File: src/rtl/hilo_pkg.sv
`default_nettype none
// ============================================================================
//  Module      : hilo_pkg
//  Description : Shared types and constants for the HI/LO register unit.
//                Holds the controller state encoding and the functional-unit
//                source indices (0 = divider, 1 = multiplier, matching the
//                legacy multCtrl encoding).
//  Revision    : 1.0 - initial release
// ============================================================================
package hilo_pkg;

   localparam int DEFAULT_WIDTH = 32;

   // Functional-unit source indices
   localparam int SRC_DIV  = 0;
   localparam int SRC_MULT = 1;

   typedef enum logic [0:0] {
      IDLE = 1'b0,
      BUSY = 1'b1
   } state_t;

endpackage : hilo_pkg
`default_nettype wire

File: src/rtl/hilo_if.sv
`default_nettype none
// ============================================================================
//  Module      : hilo_if
//  Description : Bus between the control/datapath side and hilo_unit.
//                slave  modport : hilo_unit side
//                master modport : control unit / functional units side
//  Signals     : start/done (per-source pulses), hi_in/lo_in (flattened
//                per-source results), mthi/mtlo/wdata (register writes),
//                mf_req (read request), hi/lo/busy/owner/stall and the two
//                sticky error flags.
//  Revision    : 1.0 - initial release
// ============================================================================
interface hilo_if
   import hilo_pkg::*;
#(
   parameter int WIDTH = DEFAULT_WIDTH,
   parameter int NSRC  = 2,
   parameter int SRCW  = (NSRC > 1) ? $clog2(NSRC) : 1
);
   logic [NSRC-1:0]       start;
   logic [NSRC-1:0]       done;
   logic [NSRC*WIDTH-1:0] hi_in;
   logic [NSRC*WIDTH-1:0] lo_in;
   logic                  mthi;
   logic                  mtlo;
   logic [WIDTH-1:0]      wdata;
   logic                  mf_req;
   logic [WIDTH-1:0]      hi;
   logic [WIDTH-1:0]      lo;
   logic                  busy;
   logic [SRCW-1:0]       owner;
   logic                  stall;
   logic                  timeout_err;
   logic                  proto_err;

   modport slave (
      input  start, done, hi_in, lo_in, mthi, mtlo, wdata, mf_req,
      output hi, lo, busy, owner, stall, timeout_err, proto_err
   );

   modport master (
      output start, done, hi_in, lo_in, mthi, mtlo, wdata, mf_req,
      input  hi, lo, busy, owner, stall, timeout_err, proto_err
   );
endinterface : hilo_if
`default_nettype wire

File: src/rtl/hilo_src_mux.sv
`default_nettype none
// ============================================================================
//  Module      : hilo_src_mux
//  Description : NSRC:1 indexed mux selecting one WIDTH-bit slice of a
//                flattened per-source result bus.
//  Ports       : i_bus  - flattened bus, slice s = i_bus[s*WIDTH +: WIDTH]
//                i_sel  - source index
//                o_data - selected slice (zero for an out-of-range index)
//  Revision    : 1.0 - initial release
// ============================================================================
module hilo_src_mux
   import hilo_pkg::*;
#(
   parameter int WIDTH = DEFAULT_WIDTH,
   parameter int NSRC  = 2,
   parameter int SRCW  = (NSRC > 1) ? $clog2(NSRC) : 1
) (
   input  wire logic [NSRC*WIDTH-1:0] i_bus,
   input  wire logic [SRCW-1:0]       i_sel,
   output logic      [WIDTH-1:0]      o_data
);

   always_comb begin
      o_data = '0;
      for (int s = 0; s < NSRC; s++) begin
         if (i_sel == SRCW'(s)) begin
            o_data = i_bus[s*WIDTH +: WIDTH];
         end
      end
   end

endmodule : hilo_src_mux
`default_nettype wire

File: src/rtl/hilo_unit.sv
`default_nettype none
// ============================================================================
//  Module      : hilo_unit
//  Description : Owns the HI/LO registers. Tracks which multi-cycle unit has
//                an op in flight, captures its result on done, services
//                MTHI/MTLO, stalls MFHI/MFLO while busy and aborts hung ops
//                after TIMEOUT cycles.
//  Ports       : clk, reset (sync, active-high)
//                bus - hilo_if.slave (see hilo_if for the signal list)
//  Revision    : 1.0 - initial release
// ============================================================================
module hilo_unit
   import hilo_pkg::*;
#(
   parameter int WIDTH   = DEFAULT_WIDTH,
   parameter int NSRC    = 2,
   parameter int SRCW    = (NSRC > 1) ? $clog2(NSRC) : 1,
   parameter int TIMEOUT = 64
) (
   input wire logic clk,
   input wire logic reset,
   hilo_if.slave    bus
);

   localparam int CNTW = (TIMEOUT > 1) ? $clog2(TIMEOUT) : 1;

   state_t            r_state, w_state_n;
   logic [SRCW-1:0]   r_owner, w_owner_n;
   logic [CNTW-1:0]   r_cnt,   w_cnt_n;
   logic [WIDTH-1:0]  r_hi,    w_hi_n;
   logic [WIDTH-1:0]  r_lo,    w_lo_n;
   logic              r_terr,  w_terr_n;
   logic              r_perr,  w_perr_n;

   logic              w_busy;
   logic              w_start_any;
   logic              w_start_onehot;
   logic [SRCW-1:0]   w_start_idx;
   logic [NSRC-1:0]   w_owner_mask;
   logic              w_owner_done;
   logic              w_bad_done;
   logic [WIDTH-1:0]  w_hi_sel;
   logic [WIDTH-1:0]  w_lo_sel;

   assign w_busy         = (r_state == BUSY);
   assign w_start_any    = |bus.start;
   // x & (x-1) clears the lowest set bit: zero result means at most one bit
   assign w_start_onehot = w_start_any && ((bus.start & (bus.start - 1'b1)) == '0);

   always_comb begin
      w_start_idx = '0;
      for (int s = 0; s < NSRC; s++) begin
         if (bus.start[s]) begin
            w_start_idx = SRCW'(s);
         end
      end
   end

   // Only the owner of an in-flight op may legally signal done
   assign w_owner_mask = w_busy ? (NSRC'(1) << r_owner) : '0;
   assign w_owner_done = |(bus.done & w_owner_mask);
   assign w_bad_done   = |(bus.done & ~w_owner_mask);

   hilo_src_mux #(.WIDTH(WIDTH), .NSRC(NSRC), .SRCW(SRCW)) u_hi_mux (
      .i_bus  (bus.hi_in),
      .i_sel  (r_owner),
      .o_data (w_hi_sel)
   );

   hilo_src_mux #(.WIDTH(WIDTH), .NSRC(NSRC), .SRCW(SRCW)) u_lo_mux (
      .i_bus  (bus.lo_in),
      .i_sel  (r_owner),
      .o_data (w_lo_sel)
   );

   // Priority: mthi/mtlo > start > done[owner] > timeout
   always_comb begin
      w_state_n = r_state;
      w_owner_n = r_owner;
      w_cnt_n   = w_busy ? (r_cnt + 1'b1) : '0;
      w_hi_n    = r_hi;
      w_lo_n    = r_lo;
      w_terr_n  = r_terr;
      w_perr_n  = r_perr | (w_start_any & ~w_start_onehot);

      if (bus.mthi || bus.mtlo) begin
         if (bus.mthi) w_hi_n = bus.wdata;
         if (bus.mtlo) w_lo_n = bus.wdata;
         w_state_n = IDLE;
         w_cnt_n   = '0;
         if (w_bad_done) w_perr_n = 1'b1;
      end else if (w_start_onehot) begin
         // A re-launch while busy swallows any same-cycle done silently
         w_state_n = BUSY;
         w_owner_n = w_start_idx;
         w_cnt_n   = '0;
         if (!w_busy && w_bad_done) w_perr_n = 1'b1;
      end else begin
         if (w_bad_done) w_perr_n = 1'b1;
         if (w_owner_done) begin
            w_hi_n    = w_hi_sel;
            w_lo_n    = w_lo_sel;
            w_state_n = IDLE;
            w_cnt_n   = '0;
         end else if (w_busy && (r_cnt == CNTW'(TIMEOUT - 1))) begin
            w_state_n = IDLE;
            w_terr_n  = 1'b1;
            w_cnt_n   = '0;
         end
      end
   end

   always_ff @(posedge clk) begin
      if (reset) begin
         r_state <= IDLE;
         r_owner <= '0;
         r_cnt   <= '0;
         r_hi    <= '0;
         r_lo    <= '0;
         r_terr  <= 1'b0;
         r_perr  <= 1'b0;
      end else begin
         r_state <= w_state_n;
         r_owner <= w_owner_n;
         r_cnt   <= w_cnt_n;
         r_hi    <= w_hi_n;
         r_lo    <= w_lo_n;
         r_terr  <= w_terr_n;
         r_perr  <= w_perr_n;
      end
   end

   assign bus.hi          = r_hi;
   assign bus.lo          = r_lo;
   assign bus.busy        = w_busy;
   assign bus.owner       = r_owner;
   assign bus.stall       = bus.mf_req & w_busy;
   assign bus.timeout_err = r_terr;
   assign bus.proto_err   = r_perr;

endmodule : hilo_unit
`default_nettype wire

File: src/flat_wrapper.sv
// flat-port wrapper written by rule: the top's interface ports become plain ports
module hilo_unit_flat import hilo_pkg::*;
#(
   parameter int WIDTH   = DEFAULT_WIDTH,
   parameter int NSRC    = 2,
   parameter int SRCW    = (NSRC > 1) ? $clog2(NSRC) : 1,
   parameter int TIMEOUT = 64
)
  (clk, reset, bus_start, bus_done, bus_hi_in, bus_lo_in, bus_mthi, bus_mtlo, bus_wdata, bus_mf_req, bus_hi, bus_lo, bus_busy, bus_owner, bus_stall, bus_timeout_err, bus_proto_err);
  hilo_if #(.WIDTH(WIDTH), .NSRC(NSRC), .SRCW(SRCW)) bus_i ();
  input wire logic clk;
  input wire logic reset;
  input wire logic [$bits(bus_i.start)-1:0] bus_start;
  input wire logic [$bits(bus_i.done)-1:0] bus_done;
  input wire logic [$bits(bus_i.hi_in)-1:0] bus_hi_in;
  input wire logic [$bits(bus_i.lo_in)-1:0] bus_lo_in;
  input wire logic [$bits(bus_i.mthi)-1:0] bus_mthi;
  input wire logic [$bits(bus_i.mtlo)-1:0] bus_mtlo;
  input wire logic [$bits(bus_i.wdata)-1:0] bus_wdata;
  input wire logic [$bits(bus_i.mf_req)-1:0] bus_mf_req;
  output wire logic [$bits(bus_i.hi)-1:0] bus_hi;
  output wire logic [$bits(bus_i.lo)-1:0] bus_lo;
  output wire logic [$bits(bus_i.busy)-1:0] bus_busy;
  output wire logic [$bits(bus_i.owner)-1:0] bus_owner;
  output wire logic [$bits(bus_i.stall)-1:0] bus_stall;
  output wire logic [$bits(bus_i.timeout_err)-1:0] bus_timeout_err;
  output wire logic [$bits(bus_i.proto_err)-1:0] bus_proto_err;
  assign bus_i.start = bus_start;
  assign bus_i.done = bus_done;
  assign bus_i.hi_in = bus_hi_in;
  assign bus_i.lo_in = bus_lo_in;
  assign bus_i.mthi = bus_mthi;
  assign bus_i.mtlo = bus_mtlo;
  assign bus_i.wdata = bus_wdata;
  assign bus_i.mf_req = bus_mf_req;
  assign bus_hi = bus_i.hi;
  assign bus_lo = bus_i.lo;
  assign bus_busy = bus_i.busy;
  assign bus_owner = bus_i.owner;
  assign bus_stall = bus_i.stall;
  assign bus_timeout_err = bus_i.timeout_err;
  assign bus_proto_err = bus_i.proto_err;
  hilo_unit #(.WIDTH(WIDTH), .NSRC(NSRC), .SRCW(SRCW), .TIMEOUT(TIMEOUT)) u_core (.clk(clk), .reset(reset), .bus(bus_i));
endmodule
File: config.mk
export PLATFORM = sky130hd
export DESIGN_NAME = hilo_unit_flat
export DESIGN_NICKNAME = d
export VERILOG_FILES = /design/src/rtl/hilo_pkg.sv /design/src/rtl/hilo_if.sv /design/src/rtl/hilo_src_mux.sv /design/src/rtl/hilo_unit.sv /design/src/flat_wrapper.sv
export SDC_FILE = /design/constraint.sdc
export NUM_CORES = 1
export LEC_CHECK = 0
export ABC_AREA = 0
export CAP_MARGIN = 10
export CORE_MARGIN = 3
export CORE_UTILIZATION = 36
export DETAILED_ROUTE_END_ITERATION = 16
export PLACE_DENSITY = 0.84
export SYNTH_ARGS = -nofsm -noshare
export SYNTH_HDL_FRONTEND = slang
export SYNTH_SLANG_ARGS = --single-unit
File: constraint.sdc
create_clock -name clk -period 1.6 [get_ports clk]
set_clock_uncertainty 0.15 [all_clocks]
set_input_delay 0.24 -clock clk [delete_from_list [all_inputs] [get_ports clk]]
set_output_delay 0.24 -clock clk [all_outputs]
set_load 0.1 [all_outputs]
# After elaboration in Yosys (flattened, before gate mapping)
# Index checks and enable logic that the tools add are counted.
dict set report word_totals {
  input_bits 169
  ff_bits 74
}
dict set report classes {
  mux 19
  n_eq_ne 4
  n_reduce_logical 17
  n_bitwise 11
  shift 1
  n_addsub 2
}
# cell count
set op_table {}
lappend op_table {{$mux 32} 10}
lappend op_table {{$mux 1} 8}
lappend op_table {{$reduce_or 2->1} 4}
lappend op_table {{$reduce_or 7->1} 1}
lappend op_table {{$add 6x1->6 const B} 1}
lappend op_table {{$and 2x2->2} 3}
lappend op_table {{$eq 6x6->1 const B} 1}
lappend op_table {{$ne 2x2->1 const B} 3}
lappend op_table {{$reduce_and 3->1} 2}
lappend op_table {{$not 1->1} 4}
lappend op_table {{$reduce_and 4->1} 1}
lappend op_table {{$logic_and 1x1->1} 3}
lappend op_table {{$reduce_bool 3->1} 1}
lappend op_table {{$and 1x1->1} 2}
lappend op_table {{$logic_not 2->1} 1}
lappend op_table {{$mux 2} 1}
lappend op_table {{$not 2->2} 1}
lappend op_table {{$reduce_and 2->1} 1}
lappend op_table {{$reduce_bool 2->1} 1}
lappend op_table {{$shl 1x1->2 const A} 1}
lappend op_table {{$sub 2x1->2 const B} 1}
lappend op_table {{$logic_not 1->1} 1}
lappend op_table {{$logic_or 1x1->1} 1}
lappend op_table {{$or 1x1->1} 1}

# Longest topological paths before layout
dict set report logic_depth {
  depth_word 10
  depth_mapped 6
  mapped_depth_nobuf 4
}

# Hierarchy
# From an unflattened synthesis, not the netlist that was laid out.
dict set report unflattened {
  hier_cells 465
  area_unflattened_um2 4897.2
}
# module seq_area_each_um2 area_per_inst_um2 n_inst cells_each
set modules_own_cells {}
lappend modules_own_cells {hilo_unit 1481.4 3808.7 1 393}
lappend modules_own_cells {hilo_src_mux 0.0 544.3 2 36}

# Least setup slack after synthesis
# Ideal clock, no wire load.
dict set report synth_timing {
  path_type {register -> register}
  startpoint {reg u_core.r_owner, in the netlist u_core.bus.owner}
  endpoint {reg u_core.r_hi[22], in the netlist u_core.bus.hi[22]}
  stages_incl_launch_ff 7
  slack_ns -0.755
  t_arrival_ns 2.082
  synth_period_minus_slack_ns 2.355
  setup_time_ns 0.122
  cell_sequence {dfxtp_1 > buf_6 > buf_2 > buf_4 > mux2_2 > o211ai_1 > mux2i_1}
}
dict set report synth_via {
  elab_chain_cells 6
}
# item line
set synth_lines {}
lappend synth_lines {{start: declaration} hilo_unit.sv:28} ;# logic [SRCW-1:0] r_owner, w_owner_n;
lappend synth_lines {{start signal: assignment} hilo_unit.sv:124} ;# r_owner <= w_owner_n;
lappend synth_lines {{$shl 1x1->2} hilo_unit.sv:60} ;# assign w_owner_mask = w_busy ? (NSRC'(1) << r_owner) : '0;
lappend synth_lines {{$mux 2} hilo_unit.sv:60}
lappend synth_lines {{$and 2x2->2} hilo_unit.sv:61} ;# assign w_owner_done = |(bus.done & w_owner_mask);
lappend synth_lines {{$reduce_or 2->1} hilo_unit.sv:61}
lappend synth_lines {{$reduce_bool 2->1 (no line)} n/a}
lappend synth_lines {{$reduce_and 3->1 (no line)} n/a}
lappend synth_lines {{end signal: assignment} hilo_unit.sv:126} ;# r_hi <= w_hi_n;
lappend synth_lines {{end: declaration} hilo_unit.sv:30} ;# logic [WIDTH-1:0] r_hi, w_hi_n;
# Parallel ways exist; a longest one is shown, timed or not. The select of a mux whose other input is x is not followed.
# A chain may end at the register's enable or synchronous reset.

# Worst setup path after layout
dict set report layout_timing {
  startpoint {reg u_core.r_owner, in the netlist u_core.bus.owner}
  endpoint {reg u_core.r_lo[0], in the netlist u_core.bus.lo[0]}
}
dict set report layout_via {
  elab_chain_cells 6
}
# item line
set layout_lines {}
lappend layout_lines {{$shl 1x1->2} hilo_unit.sv:60}
lappend layout_lines {{$mux 2} hilo_unit.sv:60}
lappend layout_lines {{$and 2x2->2} hilo_unit.sv:61}
lappend layout_lines {{$reduce_or 2->1} hilo_unit.sv:61}
lappend layout_lines {{$reduce_bool 2->1 (no line)} n/a}
lappend layout_lines {{$reduce_and 3->1 (no line)} n/a}
lappend layout_lines {{end signal: assignment} hilo_unit.sv:127} ;# r_lo <= w_lo_n;
lappend layout_lines {{end: declaration} hilo_unit.sv:31} ;# logic [WIDTH-1:0] r_lo, w_lo_n;
# Parallel ways exist; a longest one is shown, timed or not. The select of a mux whose other input is x is not followed.

==> impl_metrics.csv <==
group,metric,value,unit
clock_network,clock_network_latency_to_the_later_pin_of_the_worst_skew_pair,0.34,ns
detailed_routing,wire_per_inst,20.55,um
run,timing.max_cap.violations,0,
synth,synth_top_cells_by_area,"sky130_fd_sc_hd__dfxtp_1, sky130_fd_sc_hd__mux2_2, sky130_fd_sc_hd__mux2i_1",
sta,post-route-period-util,108.6,%
detailed_routing,postRouteWirelength,17450,um
detailed_routing,routed-via-count,4566,
sta,setup-violations-final,60,
power_and_ir_drop,total_power,7.421,mW
power_and_ir_drop,power.density,872.4,mW/mm^2
floorplanning,effective_utilization_at_floorplan,37.67,%
status,violated_checks,"setup timing",
power_and_ir_drop,power.ir.vdd_worst,0.4450,mV
setup_path,cp_data_arrival_time,1.85,ns
sta,worst-slew-pin-transition,0.3422,ns
sta,fin_worst_hold_slack,0.1500,ns
setup_path,timing.critical_path.fanout_max,7,
synth,mappedNetlistNets,623,
clock_network,numClockSinks,74,
synth,synth_top_cell_by_area,"sky130_fd_sc_hd__dfxtp_1",
synth,netlist.area_leader.share,33.72,%
placement,placed_cells_incl_taps,812,
setup_path,cp.required,1.71,ns
cells_and_area,final_layout_size_suffix_gt1_share,30.74,%
setup_path,cp_max_delay_cell,"sky130_fd_sc_hd__dfxtp_4",
synth,synth.cell_area,0.004393,sq mm
detailed_routing,postRouteAntennaNets,0,
setup_path,critical_path.startpoint_type,"register",
cells_and_area,syn2layout_area_growth,93.65,%
grt,via_count_of_the_first_global_routing_pass,4800,
power_and_ir_drop,comb_power_share,37.1,%
cells_and_area,layout.filler_cells,780,
power_and_ir_drop,internal-power,4.959,mW
setup_path,crit-reg2reg-launch,"u_core.bus.owner",
power_and_ir_drop,power_leakage,3.336,nW
status,status,"complete, but fails checks",
setup_path,critical_path.endpoint_type,"register",
placement,port_buffers,237,
clock_network,tritoncts_clock_tree,"built",
synth,unique_cell_type_count_in_the_yosys_netlist,32,
clock_network,clock_slew_seen_by_the_registers_of_the_worst_setup_and_hold_paths,0.06,ns
clock_network,cts-root-to-sink-buffers,2,
synth,syn_inst,452,
floorplanning,io_pins,238,
synth,synth_seq_area_share,33.72,%
placement,dp_slack,-0.6724,ns
synth,synth.ff_latch_count,74,
floorplanning,die-area,0.01356,sq mm
synth,syn-mean-instance-area,9.719,sq um
detailed_routing,detail_route.vias_per_cell,5.378,
cells_and_area,layoutNonFillerInstCount,849,
power_and_ir_drop,power.share.switching,33.18,%
sta,final.min_clock_period,1.737,ns
cells_and_area,antennaDiodeCount,0,
grt,tot_gr_track_use,23.79,%
clock_network,clock-root-buffer,"sky130_fd_sc_hd__clkbuf_16",
power_and_ir_drop,switchingPower,2.462,mW
cells_and_area,num-nets-final,872,
sta,maxSlewViolCount,0,
synth,ys.warnings.count,0,
setup_path,critPathMaxStageDelay,0.38,ns
detailed_routing,drt-pass1-iter-count,4,
sta,maxClockFrequency,575.6,MHz
grt,grt_pass1_wl,24870,um
sta,grt_setup_unrepaired,"yes",
setup_path,timing.critical_path.cells,"mux2_4 -> a31oi_4 -> buf_4 -> clkbuf_16 -> mux2i_1",
power_and_ir_drop,power.share.sequential,28.5,%
grt,aggregate_global_routing_overflow,0,
detailed_routing,drc,0,
sta,timing.max_slew.rel_slack,77.14,%
clock_network,cts_htree_levels,3,
min_path,worst_hold_path_type,"input pin to register",
min_path,hold_path_startpoint,"bus_start[1]",
detailed_routing,drt_iter0_drc,231,
placement,hpwlAfterDp,12090,um
cells_and_area,mostFrequentLayoutCell,"sky130_fd_sc_hd__clkdlybuf4s50_1",
setup_path,start_to_end_type_of_the_worst_setup_path,"register to register",
floorplanning,placeableCoreArea,0.01166,sq mm
cells_and_area,layout.core_utilization,72.94,%
clock_network,hold_buffers,0,
cells_and_area,layout.cells.most_common_list,"sky130_fd_sc_hd__clkdlybuf4s50_1, sky130_fd_sc_hd__buf_12, sky130_fd_sc_hd__dfxtp_1",
grt,grt_start_max_net_pins,52,
setup_path,beginning_of_the_critical_path,"u_core.bus.owner",
placement,place.gp.congestion,0.8044,
floorplanning,floorplan.die.height,116.5,um
clock_network,cts-buffers-inserted,9,
sta,final.setup.worst_slack,-0.1374,ns
floorplanning,die_w,116.5,um
power_and_ir_drop,power_frac_clock,34.3,%
sta,timing.final.hold_violations,0,
floorplanning,rows,39,
grt,antenna_found_initial,0,
## worst max-delay path: cells and delay by family, from the launching register on
kind	cells	cell delay, ns
flops	1	0.38
mux	2	0.55
buf+inv	2	0.34
compound gates	1	0.24
## metal layers
layer / routed length [um] / vias up / track usage (%)
met4: 314 / 0 / 7.115
met1: 6479 / 2202 / 26.64
met2: 9372 / 183 / 44.47
li1: - / 2155 / -
met3: 1282 / 26 / 5.544
met5: 0 / - / 0
## stage by stage
stage	TNS, ns	cell area, sq um
after global placement	-38.43	7671
after CTS	-3.490	8399
final	-2.563	8507
after floorplan	-14.67	4404
after detailed placement	-42.96	7671
after global routing	-5.400	8507
## kinds of logic after synthesis
logic type | Yosys count | synth area share [%]
buffers and inverters | 48 | 6.380
muxes | 131 | 31.79
AOI/OAI and AO/OA | 110 | 19.11
DFF | 74 | 33.72
xor gates and xnor gates | 3 | 0.5982
and+or+nand+nor | 84 | 7.833
adders and majority gates | 2 | 0.5695
## path summary, 6_finish.rpt
path,slack (ns),cells after the start,to
worst max-delay path,-0.14,5,u_core.bus.lo[0]
worst min-delay path,0.15,3,u_core.bus.owner
worst max register to register,-0.14,5,u_core.bus.lo[0]
worst min register to register,0.34,2,u_core.r_cnt[5]
## power groups by stage
stage | Clock [mW] | Combinational (mW) | Sequential, mW
3_3_place_gp | 0 | 2.56 | 2.15
3_5_place_dp | 0 | 2.61 | 2.16
6_report | 2.55 | 2.76 | 2.12
4_1_cts | 2.54 | 2.72 | 2.12
5_1_grt | 2.64 | 2.86 | 2.13
2_1_floorplan | 0 | 0.564 | 3.00
## cell type report
type,instances,area (sq um),share of cell area (%)
clock inverters,5,125.1,1.471
well taps,143,178.9,2.103
multi-input cells,330,2740,32.21
flip-flops and latches,74,1488,17.49
repair buffers,281,3712,43.64
inverters,5,20.02,0.2353
clock buffers,11,242.7,2.853
## state kept, by name, indices dropped and copies added, names as in the netlist
name                    cells
u_core.bus.timeout_err      1
u_core.bus.busy             1
u_core.bus.lo              32
u_core.r_cnt                6
u_core.bus.proto_err        1
u_core.bus.hi              32
u_core.bus.owner            1
## Yosys cell counts (all sizes together)
library cell  count
mux2i            66
xor2              2
nand4             1
a21boi            1
nor3              3
buf              21
or2               1
o22ai             1
o21ai             2
a31o              1
and2b             1
or3               1
mux2             65
nand3             4
and2              2
a21oi             4
ha                2
inv               5
o211ai           66
a31oi             2
dfxtp            74
nor2              3
xnor2             1
nor3b             1
o21bai           32
nand2            67
clkbuf           22
o32ai             1
## repair_timing
item	in CTS	in global routing
pin swaps	2	15
cloned	8	2
gates resized for setup	15	36
endpoints found under the hold margin	0	0
setup endpoints to repair	71	71
setup buffers	9	6
(Power assumes the default switching activity.)
